===== src/rtl/spi_master_byte.sv =====
// spi_master_byte: mode-0, MSB-first, single-byte SPI master.
// Each transfer: SETUP, 8x(HIGH[,LOW]), HOLD, GAP; every phase lasts CLK_DIV clk cycles.
// Optional macro SPI_MASTER_BURST_EN: a byte offered in the last HOLD cycle is chained
// onto the current frame (cs_n stays low, GAP skipped).
module spi_master_byte #(
  parameter int CLK_DIV = 4,
  parameter int DATA_W  = 8
) (
  input  logic              clk,
  input  logic              rst,
  input  logic [DATA_W-1:0] tx_data,
  input  logic              tx_valid,
  output logic              tx_ready,
  output logic [DATA_W-1:0] rx_data,
  output logic              rx_valid,
  output logic              busy,
  output logic              sck,
  output logic              mosi,
  input  logic              miso,
  output logic              cs_n
);

  localparam int BW = $clog2(DATA_W);

  typedef enum logic [2:0] {IDLE, SETUP, HIGH, LOW, HOLD, GAP} state_t;

  state_t            state, state_nxt;
  logic [7:0]        cnt;
  logic [BW-1:0]     bit_cnt;
  logic [DATA_W-1:0] tx_sr, rx_sr;
  logic              last, accept;

  // Phase ends on the cycle the half-period counter reaches zero.
  assign last   = (cnt == 8'd0);
  assign accept = tx_valid && tx_ready;
  assign mosi   = tx_sr[DATA_W-1];

  // State register.
  always_ff @(posedge clk) begin
    if (rst) state <= IDLE;
    else     state <= state_nxt;
  end

  // Next-state and handshake decode.
  always_comb begin
    state_nxt = state;
    tx_ready  = 1'b0;
    case (state)
      IDLE: begin
        tx_ready = !rst;
        if (tx_valid && !rst) state_nxt = SETUP;
      end
      SETUP: if (last) state_nxt = HIGH;
      HIGH:  if (last) state_nxt = (bit_cnt == BW'(DATA_W-1)) ? HOLD : LOW;
      LOW:   if (last) state_nxt = HIGH;
      HOLD: begin
        if (last) begin
`ifdef SPI_MASTER_BURST_EN
          tx_ready  = !rst;
          state_nxt = (tx_valid && !rst) ? SETUP : GAP;
`else
          state_nxt = GAP;
`endif
        end
      end
      GAP:     if (last) state_nxt = IDLE;
      default: state_nxt = IDLE;
    endcase
  end

  // Datapath: phase counter, shift registers and registered SPI pins.
  always_ff @(posedge clk) begin
    if (rst) begin
      cnt      <= 8'(CLK_DIV-1);
      bit_cnt  <= '0;
      tx_sr    <= '0;
      rx_sr    <= '0;
      rx_data  <= '0;
      rx_valid <= 1'b0;
      sck      <= 1'b0;
      cs_n     <= 1'b1;
      busy     <= 1'b0;
    end else begin
      rx_valid <= 1'b0;
      // pins decoded from the next state so they change on the same edge as the state
      sck  <= (state_nxt == HIGH);
      cs_n <= (state_nxt == IDLE) || (state_nxt == GAP);
      busy <= (state_nxt != IDLE);
      cnt  <= (state == IDLE || last) ? 8'(CLK_DIV-1) : cnt - 8'd1;
      if (accept) begin
        tx_sr   <= tx_data;
        bit_cnt <= '0;
      end
      // sample miso on the sck rising edge (entry into HIGH)
      if (last && (state == SETUP || state == LOW))
        rx_sr <= {rx_sr[DATA_W-2:0], miso};
      // advance mosi on sck falling edge, but hold bit 0 through HOLD
      if (state == HIGH && last) begin
        bit_cnt <= bit_cnt + BW'(1);
        if (bit_cnt != BW'(DATA_W-1))
          tx_sr <= {tx_sr[DATA_W-2:0], 1'b0};
      end
      if (state == HOLD && last) begin
        rx_data  <= rx_sr;
        rx_valid <= 1'b1;
      end
    end
  end

endmodule


===== config.mk =====
export PLATFORM = sky130hd
export DESIGN_NAME = spi_master_byte
export DESIGN_NICKNAME = d
export VERILOG_FILES = /design/src/rtl/spi_master_byte.sv
export SDC_FILE = /design/constraint.sdc
export NUM_CORES = 1
export LEC_CHECK = 0
export CORE_MARGIN = 10
export CORE_UTILIZATION = 35
export CTS_CLUSTER_SIZE = 16
export DETAILED_ROUTE_END_ITERATION = 6
export GPL_TIMING_DRIVEN = 0
export PLACE_DENSITY = 0.56
export REMOVE_ABC_BUFFERS = 1
export SYNTH_ARGS = -nofsm -noshare
export SYNTH_HDL_FRONTEND = slang
export SYNTH_SLANG_ARGS = --single-unit

===== constraint.sdc =====
create_clock -name clk -period 2.1 [get_ports clk]
set_input_delay 0.525 -clock clk [delete_from_list [all_inputs] [get_ports clk]]
set_output_delay 0.525 -clock clk [all_outputs]
set_load 0.01 [all_outputs]

-- Yosys cells after proc, flatten, opt, wreduce, memory -nomap -nowiden
Index checks and enable logic that the tools add are counted.
W data, S select, Z words.
- flip-flop bits (word level): 42
- bits of input ports: 12
- logic and storage cells: 51
- add/sub/neg operators: 2
- equal/unequal tests: 9
- mux-type cells: 14
- reductions and logical operators: 16
- operator list (kind ; count):
    $mux W3 ; 8
    $mux W8 ; 3
    $pmux W3 S5 ; 1
    $eq A3 B3 Y1 const B ; 4
    $eq A3 B2 Y1 const B ; 3
    $logic_not A8 Y1 ; 1
    $sub A8 B1 Y8 const B ; 1
    $logic_not A3 Y1 ; 2
    $logic_and A1 B1 Y1 ; 5
    $reduce_or A2 Y1 ; 2
    $add A3 B1 Y3 const B ; 1
    $eq A3 B1 Y1 const B ; 1
    $logic_or A1 B1 Y1 ; 3
    $ne A3 B3 Y1 const B ; 1
    $reduce_bool A3 Y1 ; 1
    $mux W1 ; 2
    $reduce_bool A2 Y1 ; 1
    $logic_not A1 Y1 ; 1

-- Longest topological paths before layout
- depth in word-level cells: 6
- depth in mapped cells: 7
- gate-level depth less buffers: 6

-- Worst setup path before layout
OpenSTA, ideal clock, no wires.
- kind: input to register
- from: in rst
- to: reg tx_sr[3]
- setup time: 86 ps
- arrival: 1739 ps
- required time: 2014 ps
- slack: 275 ps
- stages: 6
- cell sequence: clkbuf_8 -> nor4_2 -> nand2_1 -> buf_2 -> mux2i_1 -> a211oi_1
- cells in the longest elaborated chain, start to end: 6
- RTL lines (item ; line ; source):
    from (decl) ; 10 ; input logic rst,
    $logic_not A1 Y1 * ; 50 ; tx_ready = !rst;
    $mux W1 * ; 48 ; case (state)
    net tx_ready ; 13 ; output logic tx_ready,
    $logic_and A1 B1 Y1 * ; 35 ; assign accept = tx_valid && tx_ready;
    $mux W8 * ; 90 ; if (accept) begin
    $mux W8 ; 100 ; if (bit_cnt != BW'(DATA_W-1))
    $mux W8 * ; 98 ; if (state == HIGH && last) begin
    to (signal assigned) ; 91 ; tx_sr <= tx_data;
    to (signal assigned) ; 101 ; tx_sr <= {tx_sr[DATA_W-2:0], 1'b0};
    to (decl) ; 30 ; logic [DATA_W-1:0] tx_sr, rx_sr;
Mark *: on every way through the listed nets, which the timed path passes. The rest lies on a longest branch.
A chain may end at the register's enable or synchronous reset.

-- Worst setup path after layout
- from: reg state[2]
- to: out tx_ready
- cells in the longest elaborated chain, start to end: 2
- RTL lines (item ; line ; source):
    from (decl) ; 27 ; state_t state, state_nxt;
    from (signal assigned) ; 41 ; else state <= state_nxt;
    $logic_not A3 Y1 ; 48 ;
    $mux W1 ; 48 ;
    to (decl) ; 13 ;
Every way passes these cells.

==> results.md <==
* Status: finished clean
* Wire length per cell at 12.1 µm
* Xor and xnor area share after synthesis at 2.91%
* Gate power share at 7.7%
* Final worst setup slack at 0.176 ns
* Max-Cap Viols at 0
* Worst-Margin Slew at 0.546 ns
* Commonest non-fill, non-tap cell in the layout: dfxtp_1
* Top layer in use: met4
* DP Wirelength at 2.39 mm
* DRT Wirelength at 3.48 mm
* Largest delay contributor family on the critical path: flip-flops
* Row count at 26
* Clk slew on worst S/H paths at 0.08 ns
* Largest area contributor in the netlist: dfxtp_1
* Top FF cell, synth: dfxtp_1
* Final period utilization at 91.6%
* Final Cell Area at 2210 µm²
* Post-Place Cell Area at 2070 µm²
* Worst EP arrival at 1.40 ns
* Setup crit start kind: register
* Post-synth EDFFs at 0
* Met2 wire len at 1.50 mm
* CP Max Fanout at 9
* Synth top area share at 46.6%
* P per Cell Area at 669 nW/µm²
* Chip Height at 91.8 µm
* CORE AREA at 5040 µm²
* Final setup vio count at 0
* Die width at 91.8 µm
* Highest-delay cell along the critical path: dfxtp_1
* Top cells by area, synth: dfxtp_1 47%, mux2i_1 8.3%, nor2_1 5.0%
* Met3 routed WL at 171 µm
* Seq/Total Area, Yosys at 46.6%
* Vias in the first global route at 1431
* CP endpoint kind: output port
* Total CTS buffers at 5
* Synth Instances at 193
* Final Hold Vio Count at 0
* Compound-cell area share of the yosys netlist at 11.7%
* Clock Tree Root: clkbuf_8
* Ys async rst share at 0%
* Netlist area before placement at 1800 µm²
* First-pass GRT wire length at 6.16 mm
* Avg Inst Size Synth at 9.35 µm²
* Leak at 0.891 nW
* F_max at 0.520 GHz
* Via density at 4.79
* Post-route DRC at 0
* Final setup TNS at 0 ns
* Post-synthesis simple-gate area fraction at 22.7%
* Sequential power share at 56.0%
* CTS Buffer Depth at 2
* Total GRT Usage at 8.69%
* Yosys cell types at 40
* Skew-Pair Late Insertion Delay at 0.29 ns
* CP cell instances: nor4_4 > dlygate4sd2_1
* Routed via count at 1376
* Wire length on met1 at 1.76 mm
* Nets at 232
* Num Clock Sinks at 42
* Commonest cells after routing, fill and taps aside: 42 x dfxtp_1, 23 x nor2_1, 23 x clkdlybuf4s50_1
* Clock power frac at 36.2%
* YS warnings at 0
* Post-CTS Hold Buffers at 0
* Post-synthesis register bit count at 42
* DIE AREA at 8430 µm²
* Initial antenna violation count at 0
* Pint at 1.14 mW
* Port Buffer Count at 25
* First DRT Iteration DRCs at 67
* CTS tree: yes
* Max-Slew Margin vs Limit at 63.5%
* Min-Delay Path Class: reg2reg
* Crit path required time at 1.57 ns
* I/O pins at 26
* Crit Path Category: reg2out
* VDD IR max at 0.000342 V
* Largest family of logic cells by synthesized area: simple AND/OR/NAND/NOR gates
* Max-slew violation count at 0
* Fin crit period at 1.92 ns
* GR Overflow Total at 0
* Switch Pwr at 0.340 mW
* Post-route ant nets at 0
* Crit path buffers/inverters at 1
* Post-Synth Adder-Cell Area at 2.77%
* RSZ-0062 raised after global routing: false
* Sw frac at 23.1%
* Worst Skew at 0.00676 ns
* Initial Utilization at 35.8%
* Largest net degree at the start of global routing at 37
* Antenna cells at 0
* GP Congestion at 0.739
* Post-synthesis mux area share at 8.32%
* Share of layout cells above drive strength 1 at 12.0%
* Worst Hold Slack at 0.427 ns
* Post-Place Worst Slack at -1.30 ns
* Area delta synth->final at 22.3%
* H-Tree Depth at 2
* Pre-antenna DRT Iters at 4
* Max incr delay on CP at 0.42 ns
sequential cells by signal, indices dropped and copies added, names as in the netlist:
| signal | flops |
|---|---|
| cnt | 8 |
| rx_data | 8 |
| rx_sr | 8 |
| tx_sr | 8 |
| bit_cnt | 3 |
| state | 3 |
| busy | 1 |
| cs_n | 1 |
| rx_valid | 1 |
| sck | 1 |
cell type report:
class                           instances  area (µm²)
Clock inverter                          2        12.5
Timing Repair Buffer                   28         269
Inverter                                4        15.0
Clock buffer                            6        82.6
Multi-Input combinational cell        135         900
Fill cell                             529        2840
Sequential cell                        42         841
Tap cell                               70        87.6
metrics by stage:
stage	util (%)	std cells	power, mW
global route	43.8	287	1.55
CTS	43.5	287	1.51
finish	43.8	287	1.48
global placement	41.0	276	0.961
detailed placement	41.0	276	0.961
floorplan	-	181	0.901
final timing paths:
kind | cells past startpoint | end | start | slack (ns)
max | 2 | tx_ready | state[2] | 0.18
min | 1 | cnt[0] | cnt[0] | 0.43
max reg2reg | 6 | cs_n | cnt[0] | 0.21
min reg2reg | 1 | cnt[0] | cnt[0] | 0.43
Yosys cell counts (3+ instances only):
| master | number |
|---|---|
| o21ai_0 | 3 |
| xor2_1 | 3 |
| a211oi_1 | 7 |
| nand2_1 | 18 |
| nand3_1 | 16 |
| inv_1 | 4 |
| buf_2 | 4 |
| mux2i_1 | 15 |
| clkbuf_1 | 5 |
| dfxtp_1 | 42 |
| nor3_1 | 3 |
| nor2_1 | 24 |
| a21oi_1 | 14 |
| ha_1 | 4 |
| xnor2_1 | 3 |
logic make-up (layout without fill, tap and decap cells):
group | after synthesis | count (layout)
AOI/OAI and AO/OA | 32 | 32
xor gates and xnor gates | 6 | 6
adders and majority gates | 4 | 4
buffers and inverters | 16 | 40
DFF | 42 | 42
muxes | 15 | 15
and+or+nand+nor | 78 | 78
timing repair:
item / CTS / global route
setup buffers: 3 / 0
gates resized for setup: 9 / 3
endpoints found under the setup margin: 30 / 15
pin swaps: 2 / 0
per-layer routing:
metal,global-route usage (%),vias to the layer above
li1,-,729
met1,10.0,620
met2,14.3,22
met3,3.18,5
met4,3.47,0
met5,0,-
power by group through the flow:
stage | combinational [mW] | sequential, mW | clock (mW)
final | 0.114 | 0.827 | 0.535
after global routing | 0.128 | 0.830 | 0.592
after CTS | 0.116 | 0.827 | 0.563
after detailed placement | 0.116 | 0.845 | 0
after global placement | 0.116 | 0.845 | 0
after floorplan | 0.0566 | 0.844 | 0
Power figures use the tool's default switching activity.
